`config.mk`:
```
export PLATFORM = sky130hd
export DESIGN_NAME = fixed_acc_arbiter
export DESIGN_NICKNAME = d
export VERILOG_FILES = /design/src/rtl/fixed_acc_pkg.sv /design/src/rtl/rr_arbiter.sv /design/src/rtl/fixed_acc_arbiter.sv
export SDC_FILE = /design/constraint.sdc
export NUM_CORES = 1
export LEC_CHECK = 0
export CAP_MARGIN = 20
export CORE_AREA = 3 3 174 176
export DETAILED_ROUTE_END_ITERATION = 8
export DIE_AREA = 0 0 177 179
export PLACE_DENSITY = 0.69
export SYNTH_ARGS = -nofsm -noshare
export SYNTH_HDL_FRONTEND = slang
export SYNTH_SLANG_ARGS = --single-unit
export TNS_END_PERCENT = 100
```
`constraint.sdc`:
```
create_clock -name clk -period 5.85 [get_ports clk]
set_clock_uncertainty 0.15 [all_clocks]
set_input_delay 1.17 -clock clk [delete_from_list [all_inputs] [get_ports clk]]
set_output_delay 1.17 -clock clk [all_outputs]
set_load 0.01 [all_outputs]
```
`src/rtl/fixed_acc_pkg.sv`:
```
// Shared types and default widths for the fixed-point accumulator arbiter
// and the accumulator it feeds.
package fixed_acc_pkg;

  localparam int DEF_N_REQ     = 4;
  localparam int DEF_IN_WIDTH  = 32;
  localparam int DEF_ACC_WIDTH = 128;
  localparam int DEF_CNT_WIDTH = 16;

  typedef enum logic [2:0] {
    ST_CLEAR  = 3'd0,
    ST_IDLE   = 3'd1,
    ST_STREAM = 3'd2,
    ST_DRAIN  = 3'd3,
    ST_RESULT = 3'd4
  } state_t;

endpackage

```
`src/rtl/rr_arbiter.sv`:
```
// Combinational round-robin pick: first asserted request at or after ptr,
// wrapping to the lowest index when nothing at or above ptr is requesting.
module rr_arbiter
  import fixed_acc_pkg::*;
#(
  parameter int  N_REQ = DEF_N_REQ,
  localparam int ID_W  = $clog2(N_REQ)
) (
  input  logic [N_REQ-1:0] req,
  input  logic [ID_W-1:0]  ptr,
  output logic [N_REQ-1:0] gnt
);

  logic [N_REQ-1:0] masked;
  logic [N_REQ-1:0] pick_masked;
  logic [N_REQ-1:0] pick_all;

  generate
    for (genvar gi = 0; gi < N_REQ; gi++) begin : g_mask
      assign masked[gi] = req[gi] && (int'(ptr) <= gi);
    end
  endgenerate

  // x & -x isolates the lowest set bit
  assign pick_masked = masked & (~masked + N_REQ'(1));
  assign pick_all    = req & (~req + N_REQ'(1));
  assign gnt         = (|masked) ? pick_masked : pick_all;

endmodule

```
`src/rtl/fixed_acc_arbiter.sv`:
```
// Round-robin front end that streams one requester's vector at a time into
// an external fixed-point accumulator and returns the sum on a result channel.
module fixed_acc_arbiter
  import fixed_acc_pkg::*;
#(
  parameter int  N_REQ     = DEF_N_REQ,
  parameter int  IN_WIDTH  = DEF_IN_WIDTH,
  parameter int  ACC_WIDTH = DEF_ACC_WIDTH,
  parameter int  CNT_WIDTH = DEF_CNT_WIDTH,
  localparam int ID_W      = $clog2(N_REQ)
) (
  input  logic                      clk,
  input  logic                      rst_n,
  input  logic [N_REQ*IN_WIDTH-1:0] req_data,
  input  logic [N_REQ-1:0]          req_valid,
  input  logic [N_REQ-1:0]          req_last,
  output logic [N_REQ-1:0]          req_ready,
  output logic [IN_WIDTH-1:0]       acc_a,
  output logic                      acc_nd,
  output logic                      acc_done,
  input  logic [ACC_WIDTH-1:0]      acc_in,
  output logic [ACC_WIDTH-1:0]      res_data,
  output logic [ID_W-1:0]           res_id,
  output logic [CNT_WIDTH-1:0]      res_cnt,
  output logic                      res_valid,
  input  logic                      res_ready
);

  state_t               state_reg, state_next;
  logic [ID_W-1:0]      grant_reg, grant_next;
  logic [ID_W-1:0]      rr_ptr_reg, rr_ptr_next;
  logic [CNT_WIDTH-1:0] cnt_reg, cnt_next;
  logic [ACC_WIDTH-1:0] res_data_reg;
  logic [ID_W-1:0]      res_id_reg;
  logic [CNT_WIDTH-1:0] res_cnt_reg;

  logic [N_REQ-1:0] arb_gnt;
  logic [ID_W-1:0]  arb_idx;
  logic             accept;
  logic             done_int;
  logic             load_res;

  rr_arbiter #(
    .N_REQ (N_REQ)
  ) u_rr_arbiter (
    .req (req_valid),
    .ptr (rr_ptr_reg),
    .gnt (arb_gnt)
  );

  always_comb begin
    arb_idx = '0;
    for (int i = 0; i < N_REQ; i++) begin
      if (arb_gnt[i]) arb_idx = ID_W'(i);
    end
  end

  generate
    for (genvar gi = 0; gi < N_REQ; gi++) begin : g_ready
      assign req_ready[gi] = (state_reg == ST_STREAM) && (grant_reg == ID_W'(gi));
    end
  endgenerate

  assign accept = (state_reg == ST_STREAM) && req_valid[grant_reg];
  assign acc_a  = accept ? req_data[grant_reg*IN_WIDTH +: IN_WIDTH] : '0;
  assign acc_nd = accept;
  // Reset must silence the CLEAR pulse immediately, not at the next edge
  assign acc_done  = done_int && rst_n;
  assign res_valid = (state_reg == ST_RESULT);
  assign res_data  = res_data_reg;
  assign res_id    = res_id_reg;
  assign res_cnt   = res_cnt_reg;

  always_comb begin
    state_next  = state_reg;
    grant_next  = grant_reg;
    rr_ptr_next = rr_ptr_reg;
    cnt_next    = cnt_reg;
    done_int    = 1'b0;
    load_res    = 1'b0;
    unique case (state_reg)
      ST_CLEAR: begin
        done_int   = 1'b1;
        state_next = ST_IDLE;
      end
      ST_IDLE: begin
        if (|req_valid) begin
          grant_next = arb_idx;
          state_next = ST_STREAM;
        end
      end
      ST_STREAM: begin
        if (accept) begin
          cnt_next = (cnt_reg == '1) ? cnt_reg : cnt_reg + CNT_WIDTH'(1);
          if (req_last[grant_reg]) state_next = ST_DRAIN;
        end
      end
      ST_DRAIN: begin
        load_res   = 1'b1;
        state_next = ST_RESULT;
      end
      ST_RESULT: begin
        if (res_ready) begin
          done_int    = 1'b1;
          rr_ptr_next = (grant_reg == ID_W'(N_REQ - 1)) ? '0 : grant_reg + ID_W'(1);
          cnt_next    = '0;
          state_next  = ST_IDLE;
        end
      end
      default: state_next = ST_CLEAR;
    endcase
  end

  always_ff @(posedge clk or negedge rst_n) begin
    if (!rst_n) begin
      state_reg    <= ST_CLEAR;
      grant_reg    <= '0;
      rr_ptr_reg   <= '0;
      cnt_reg      <= '0;
      res_data_reg <= '0;
      res_id_reg   <= '0;
      res_cnt_reg  <= '0;
    end else begin
      state_reg  <= state_next;
      grant_reg  <= grant_next;
      rr_ptr_reg <= rr_ptr_next;
      cnt_reg    <= cnt_next;
      if (load_res) begin
        res_data_reg <= acc_in;
        res_id_reg   <= grant_reg;
        res_cnt_reg  <= cnt_reg;
      end
    end
  end

endmodule
```
* Word-level counts from Yosys, hierarchy flattened *
Cells that the tools add are included.

word-level totals
  bits of input ports = 267
  output and inout bits = 185
  register bits after elaboration = 169

cells by class
  bitwise gates (word level) = 4
  mux-type cells = 22
  $add $sub $neg = 4
  order comparisons = 4
  shift-type cells = 1
  eq/ne operators = 13
  reductions and logical operators = 18

operator list
  operator                                                                           number
  128-bit by 8-bit indexed part select with 32-bit output                            1
  16-bit 2-to-1 mux                                                                  3
  32-bit 2-to-1 mux                                                                  1
  16-bit case mux with 2 select lines                                                1
  16-bit by 1-bit adder with 16-bit output (second input constant)                   1
  16-bit == test (second input constant)                                             1
  3-bit case mux with 5 select lines                                                 1
  3-bit 2-to-1 mux                                                                   4
  1-bit logical AND                                                                  9
  4-bit by 1-bit adder with 4-bit output (second input constant)                     2
  4-bit bitwise AND                                                                  2
  4-bit inverter                                                                     2
  4-bit AND reduction                                                                2
  4-bit OR reduction                                                                 2
  3-bit by 2-bit == test with 1-bit output (second input constant)                   2
  2-bit 2-to-1 mux                                                                   3
  2-bit inequality test (second input constant)                                      3
  1-bit 2-to-1 mux                                                                   5
  1-bit binary-select mux with 2-bit select                                          2
  2-bit == test (second input constant)                                              2
  2-bit by 1-bit less-or-equal comparator with 1-bit output (second input constant)  2
  4-bit 2-to-1 mux                                                                   1
  2-bit by 1-bit inequality test with 1-bit output (second input constant)           2
  2-bit AND reduction                                                                2
  other kinds (10)                                                                   10

* Longest topological paths before layout *
Gate-level depths: netlist (run 1).

  depth after elaboration = 9
  mapped depth = 8
  gate-level depth less buffers = 6

* Modules after synthesis *
A second synthesis (run 1) with hierarchy kept.

second synthesis, totals
  cell total of the unflattened synthesis = 563
  area, all modules = 7,961.4 um^2

by module, submodules not included
  module             instances  area an instance (um^2)  cells each
  fixed_acc_arbiter  1          7,847.5                  546
  rr_arbiter         1          113.9                    17

* Least setup slack after synthesis (run 1) *
Ideal clock, no wire load.

  path kind = input to output
  from = input req_valid[3]
  to = output acc_a[10]
  slack = 2,454 ps
  cell stages on the path = 3
  data arrival time = 2,076 ps
  path through = mux4_2 clkbuf_1 and3_1

between the ends
  word-level cells in the longest chain between the ends = 4

ends and longest elaborated chain
  what                                       line                     source
  start: declaration                         fixed_acc_arbiter.sv:15  input logic [N_REQ-1:0] req_valid,
  1-bit binary-select mux with 2-bit select  fixed_acc_arbiter.sv:64  assign accept = (state_reg == ST_STREAM) && req_valid[grant_reg];
  1-bit 2-to-1 mux (not written as such)     fixed_acc_arbiter.sv:64
  1-bit logical AND                          fixed_acc_arbiter.sv:64
  32-bit 2-to-1 mux                          fixed_acc_arbiter.sv:65  assign acc_a = accept ? req_data[grant_reg*IN_WIDTH +: IN_WIDTH] : '0;
  end: declaration                           fixed_acc_arbiter.sv:18  output logic [IN_WIDTH-1:0] acc_a,

No other way between the ends. The select of a mux whose other input is x is not followed.

* Worst setup path after layout (run 1) *
  from = input req_valid[3]
  to = output acc_nd

between the ends
  word-level cells in the longest chain between the ends = 3

ends and longest elaborated chain
  what                                       line                     source
  1-bit binary-select mux with 2-bit select  fixed_acc_arbiter.sv:64
  1-bit 2-to-1 mux (not written as such)     fixed_acc_arbiter.sv:64
  1-bit logical AND                          fixed_acc_arbiter.sv:64
  end: declaration                           fixed_acc_arbiter.sv:19  output logic acc_nd,

No other way between the ends. The select of a mux whose other input is x is not followed.

==> Implementation_results.wiki, run 1 <==
{| class="wikitable"
! Metric !! Value
|-
| Final Net Count || 1262
|-
| Fin Setup TNS || 0 ns
|-
| Chip Width || 177 um
|-
| Met1 routed wirelength after detailed routing || 10900 um
|-
| Via density per instance || 4.61
|-
| Origin of the worst min-delay path || res_cnt[14]
|-
| Area of the mapped netlist || 7800 um2
|-
| Clock sink total || 169
|-
| Number of resized instances in the post-cts repair step || 0
|-
| Synth cell count leaders || dfrtp_1 (169), mux2_2 (144), and3_1 (35), mux4_2 (33)
|-
| Share of flip-flops with an asynchronous set or reset || 100%
|-
| Row Count || 62
|-
| CP max-delay cell || mux4_2
|-
| Chain of cells forming the critical path || clkdlybuf4s50_1, mux4_2, nand2_4, inv_2, clkdlybuf4s50_1
|-
| Number of unique standard cell types used by synthesis || 48
|-
| TritonCTS Buffers || 17
|-
| Transition time at the pin with the least slew margin || 0.954 ns
|-
| Max-Slew Margin vs Limit || 36.4%
|-
| Dominant synthesized flop cell || dfrtp_1
|-
| Worst path most repeated cell || clkdlybuf4s50_1
|-
| Count of final max-slew check failures || 0
|-
| Part of the cycle the worst path needs || 80.5%
|-
| Placed wire-length estimate after detailed placement || 21500 um
|-
| Total grt overflow || 0
|-
| Final std cells w/o fill || 1387
|-
| H-tree depth || 4
|-
| Number of optimization iterations in the first detailed-route pass || 4
|-
| Power per Cell Area || 478 nW/um2
|-
| Number of primary I/O pins || 452
|-
| Via count of the first global-routing pass || 6827
|-
| Yosys synthesis warning count || 0
|-
| Clock buffer depth || 2
|-
| Synth Instances || 549
|-
| Die outline height || 179 um
|-
| Initial core utilization || 27.1%
|-
| Worst endpoint data arrival time || 3.39 ns
|-
| Placer's final routability congestion estimate || 0.962
|-
| Number of port buffers || 451
|-
| Maximum fanout count along the critical path || 33
|-
| Endpoint class of the critical path || primary output
|-
| Outcome || finished, final reports clean
|-
| Number of max-capacitance violations reported || 0
|-
| Max frequency || 212 MHz
|-
| Most repeated cell in the gate-level netlist after synthesis || dfrtp_1
|-
| Post-CTS setup buffer count || 0
|-
| Number of storage elements in the synthesis netlist || 169
|-
| Antenna-violating nets left || 0
|-
| Clock tree from TritonCTS || built
|-
| Placed cell count || 1355
|-
| Final routed DRC violation total || 0
|-
| Beginning of the critical path || req_valid[3]
|-
| Post-cts hold buffer count || 0
|-
| Number of antenna violations at the first check in global routing || 0
|-
| Critical path launch point type || input port
|-
| Sequential-to-total area share from yosys stat || 54.2%
|-
| Number of flops mapped to enable cells by yosys || 0
|-
| Endpoints failing setup || 0
|-
| Class of the tightest hold or removal check || reg2reg
|-
| Area added between synthesis and finish || 70.9%
|-
| Endpoint required time on the critical path || 4.53 ns
|-
| Total detailed-routing wirelength || 27100 um
|-
| Clock-pin slew on the worst setup and hold paths || 0.07 ns
|-
| Avg WL per Cell || 19.6 um
|-
| Peak supply drop || 0.254 mV
|-
| Die Area || 31700 um2
|-
| Cell at the root of the clock tree || clkbuf_16
|-
| Most area-hungry cell type in the Yosys netlist || dfrtp_1
|-
| Number of filler cells placed in the layout || 2630
|-
| Post-Syn Area per Cell || 14.2 um2
|-
| Net count after synthesis || 821
|-
| DR WL met3 || 2020 um
|-
| Max incr delay on CP || 0.63 ns
|-
| Maximum number of pins on one net before global-route repair || 75
|-
| Uppermost metal layer occupied by signal nets || met4
|-
| Leakage power figure || 5.41 nW
|-
| Setup repair after global routing missed its margin || no
|-
| Global-route usage over all layers || 16.5%
|-
| Final-report hold violation count || 0
|-
| Number of flip-flops in the largest register || 128
|-
| Worst setup path class || in2out
|-
| Launch point of the worst reg-to-reg path || grant_reg[0]
|-
| Count of routing violations after the opening detailed-route iteration || 236
|-
| Wire length of the first global-routing pass || 39900 um
|-
| Floorplan core area || 28800 um2
|-
| Main area contributors after synthesis || dfrtp_1 (54%), mux2_2 (21%), mux4_2 (9.5%)
|-
| Wire length on met2 || 13800 um
|-
| Min cycle time layout || 4.71 ns
|-
| Clock latency at the later pin of the worst-skew pair || 0.42 ns
|-
| Share of post-route cells with drive strength above 1 || 22.8%
|-
| Fraction of synthesized cell area taken by the top area cell type || 54.2%
|-
| Total number of vias || 6393
|}
stage by stage:
stage / hold slack (ns) / setup slack, ns / instance area (um2) / util, % / power, mW
after global placement: 0.318 / 1.24 / 12700 / 44.1 / 5.15
after detailed placement: 0.323 / 1.17 / 12700 / 44.1 / 5.20
after CTS: 0.340 / 1.16 / 13300 / 46.3 / 6.48
final: 0.335 / 1.14 / 13300 / 46.3 / 6.38
after global routing: 0.355 / 1.01 / 13300 / 46.3 / 6.76
after floorplan: 0.317 / 2.45 / 7800 / - / 3.56
kinds of logic after synthesis:
group,share of synthesized area (%)
AO/OA/AOI/OAI,3.91
adder cells (fa/ha/maj),0.802
buffers and inverters,2.63
flip-flops,54.2
multiplexers,30.7
AND/OR/NAND/NOR,7.78
layout make-up:
| type | count | area, um2 | share of cell area (%) |
|---|---|---|---|
| clock inverter | 13 | 204 | 1.53 |
| antenna | 1 | 2.50 | 0.0188 |
| sequential | 169 | 4230 | 31.7 |
| multi-input combinational | 334 | 3370 | 25.3 |
| inverter | 9 | 33.8 | 0.253 |
| tap | 384 | 480 | 3.60 |
| timing repair buffer | 459 | 4580 | 34.3 |
| clock buffer | 18 | 439 | 3.29 |
power breakdown:
group	internal, mW	switching, mW
combinational	1.89	1.20
clock	0.740	0.500
sequential	1.72	0.335
total	4.35	2.03
path summary, 6_finish.rpt:
path	to	slack (ns)	cells past startpoint
max	acc_nd	1.14	5
min	res_cnt[14]	0.34	2
max reg2reg	cnt_reg[12]	3.20	5
min reg2reg	res_cnt[14]	0.34	2
max in group asynchronous	res_data[101]	3.87	2
min in group asynchronous	res_data[3]	0.45	1
cell usage in the layout (no fill, tap or decap), types with 4 or more instances in the layout:
cell,netlist,routed
clkbuf_16,0,17
bufinv_16,0,4
clkdlybuf4s50_1,0,450
ha_1,5,5
o21ai_0,11,11
nand3_1,13,13
mux2_2,144,144
and3_1,35,35
nand4_1,5,5
dfrtp_1,169,168
buf_4,0,8
inv_1,8,8
and2_1,6,6
nand2_1,20,20
nor2_1,11,11
inv_6,0,5
o211ai_1,6,6
mux4_2,33,33
critical path: cells and delay by family:
kind                   cells  cell delay, ns
buffers and inverters      3            1.44
muxes                      1            0.63
and+or+nand+nor            1            0.15
layer usage:
metal,GRT usage [%],up-vias
met5,0,-
met3,4.96,27
met2,28.3,245
li1,-,2933
met4,4.52,0
met1,20.1,3188
No activity file was read; power rests on OpenSTA's default activity.
==> inputs of run 2 (changes only) <==
--- a/config.mk
+++ b/config.mk
@@ -6,10 +6,10 @@
 export NUM_CORES = 1
 export LEC_CHECK = 0
 export CAP_MARGIN = 20
-export CORE_AREA = 3 3 174 176
+export CORE_AREA = 3 3 173 175
 export DETAILED_ROUTE_END_ITERATION = 8
-export DIE_AREA = 0 0 177 179
-export PLACE_DENSITY = 0.69
+export DIE_AREA = 0 0 176 178
+export PLACE_DENSITY = 0.72
 export SYNTH_ARGS = -nofsm -noshare
 export SYNTH_HDL_FRONTEND = slang
 export SYNTH_SLANG_ARGS = --single-unit
==> constraint.sdc (replaced) <==
create_clock -name clk -period 4.1 [get_ports clk]
set_clock_uncertainty 0.15 [all_clocks]
set_input_delay 0.82 -clock clk [delete_from_list [all_inputs] [get_ports clk]]
set_output_delay 0.82 -clock clk [all_outputs]
set_load 0.01 [all_outputs]
==> Implementation_results.wiki, run 2 (same netlist as run 1, synthesis figures left out) <==
{| class="wikitable"
! Metric !! Value
|-
| Number of resized instances in the post-cts repair step || 0
|-
| Count of final max-slew check failures || 0
|-
| Avg WL per Cell || 19.2 um
|-
| H-tree depth || 4
|-
| Number of max-capacitance violations reported || 0
|-
| Wire length of the first global-routing pass || 39300 um
|-
| Max incr delay on CP || 0.80 ns
|-
| Row Count || 62
|-
| Transition time at the pin with the least slew margin || 1.01 ns
|-
| Number of port buffers || 451
|-
| Placer's final routability congestion estimate || 0.895
|-
| Chip Width || 176 um
|-
| Launch point of the worst reg-to-reg path || grant_reg[0]
|-
| Multi-input gate area in the final layout || 3370 um2
|-
| Number of antenna violations at the first check in global routing || 2
|-
| Share of post-route cells with drive strength above 1 || 22.9%
|-
| Worst setup path class || in2out
|-
| Worst endpoint data arrival time || 2.92 ns
|-
| Post-CTS setup buffer count || 0
|-
| Final std cells w/o fill || 1388
|-
| Global-route usage over all layers || 16.2%
|-
| Class of the tightest hold or removal check || in2async
|-
| Fin Setup TNS || 0 ns
|-
| Total detailed-routing wirelength || 26600 um
|-
| Maximum number of pins on one net before global-route repair || 152
|-
| Setup repair after global routing missed its margin || no
|-
| Endpoints failing setup || 0
|-
| Via density per instance || 4.61
|-
| Leakage power figure || 5.42 nW
|-
| Antenna-violating nets left || 0
|-
| Register-to-Register Path Depth || 7
|-
| Worst reg-to-reg setup slack || 1.26 ns
|-
| Clock buffer depth || 2
|-
| Endpoint required time on the critical path || 3.13 ns
|-
| Number of filler cells placed in the layout || 2532
|-
| Clock sink total || 169
|-
| Final-report hold violation count || 0
|-
| Critical path launch point type || input port
|-
| Number of flip-flops in the largest register || 128
|-
| Number of optimization iterations in the first detailed-route pass || 6
|-
| Most frequent cells in the layout || clkdlybuf4s50_1 (450), dfrtp_1 (168), mux2_2 (144)
|-
| Antenna cell count || 0
|-
| Endpoint of the lowest-slack register-to-register path || cnt_reg[2]
|-
| Die Area || 31300 um2
|-
| Endpoint class of the critical path || primary output
|-
| Die outline height || 178 um
|-
| Post-cts hold buffer count || 0
|-
| Placed wire-length estimate after detailed placement || 20500 um
|-
| Peak supply drop || 0.320 mV
|-
| Worst path most repeated cell || clkdlybuf4s50_1
|-
| Number of primary I/O pins || 452
|-
| Final routed DRC violation total || 0
|-
| Cell at the root of the clock tree || clkbuf_16
|-
| Beginning of the critical path || req_valid[3]
|-
| Most common library cell in the layout ignoring fill and taps || clkdlybuf4s50_1
|-
| Chain of cells forming the critical path || clkdlybuf4s50_1, mux4_2, and3_1, clkdlybuf4s50_1
|-
| Via count of the first global-routing pass || 6564
|-
| Final Net Count || 1264
|-
| Clock-pin slew on the worst setup and hold paths || 0.07 ns
|-
| Outcome || finished, final reports clean
|-
| Placed cell count || 1357
|-
| Floorplan core area || 28600 um2
|-
| Finished Core Util || 46.6%
|-
| Initial core utilization || 27.3%
|-
| Clock latency at the later pin of the worst-skew pair || 0.41 ns
|-
| CP max-delay cell || mux4_2
|-
| Maximum fanout count along the critical path || 33
|-
| Power per Cell Area || 682 nW/um2
|-
| Register Area || 4230 um2
|-
| Total grt overflow || 0
|-
| Total number of vias || 6405
|-
| Min cycle time layout || 3.89 ns
|-
| TritonCTS Buffers || 17
|-
| Part of the cycle the worst path needs || 94.9%
|-
| Max frequency || 257 MHz
|-
| Count of routing violations after the opening detailed-route iteration || 409
|-
| Max-Slew Margin vs Limit || 32.3%
|-
| Area added between synthesis and finish || 70.9%
|-
| Clock tree from TritonCTS || built
|}
==> run 2: report_power, final <==
part / switching (mW) / internal, mW
clock network: 0.725 / 0.995
logic: 1.71 / 2.72
registers: 0.495 / 2.46
total: 2.93 / 6.17
==> run 2: per-layer routing <==
layer | track usage [%] | vias to the layer above | share of wire (%)
met5 | 0 | - | 0.10
met1 | 21.4 | 3203 | 43
met2 | 26.6 | 235 | 50
met3 | 4.49 | 37 | 6.2
li1 | - | 2926 | -
met4 | 4.22 | 4 | 1.6
==> run 2: final cells by class <==
cell class | instances | area share (%)
Timing Repair Buffer | 461 | 34.5
Sequential cell | 169 | 31.7
Multi-Input combinational cell | 334 | 25.3
Tap cell | 384 | 3.60
Clock buffer | 18 | 3.29
Clock inverter | 13 | 1.37
Inverter | 9 | 0.253
==> run 2: critical path, delay by kind of cell <==
family,cells,cell delay (ns)
mux,1,0.80
buf+inv,2,1.00
simple gates,1,0.29
==> run 2: worst max-delay path by stage <==
stage,to,slack (ns),cells past startpoint
after CTS,acc_a[9],0.24,4
final,acc_a[27],0.21,4
after global routing,acc_nd,0.09,4
after floorplan,acc_a[18],1.36,4
after detailed placement,acc_a[27],0.25,4
after global placement,acc_nd,0.32,5
==> run 2: through the flow <==
step | setup slack [ns] | hold slack (ns) | power, mW | instance area, um2
6_report | 0.208 | 0.145 | 9.10 | 13300
4_1_cts | 0.237 | 0.146 | 9.21 | 13300
3_5_place_dp | 0.251 | 0.321 | 7.43 | 12700
5_1_grt | 0.0864 | 0.141 | 9.62 | 13300
2_1_floorplan | 1.36 | 0.317 | 5.08 | 7800
3_3_place_gp | 0.316 | 0.313 | 7.36 | 12700
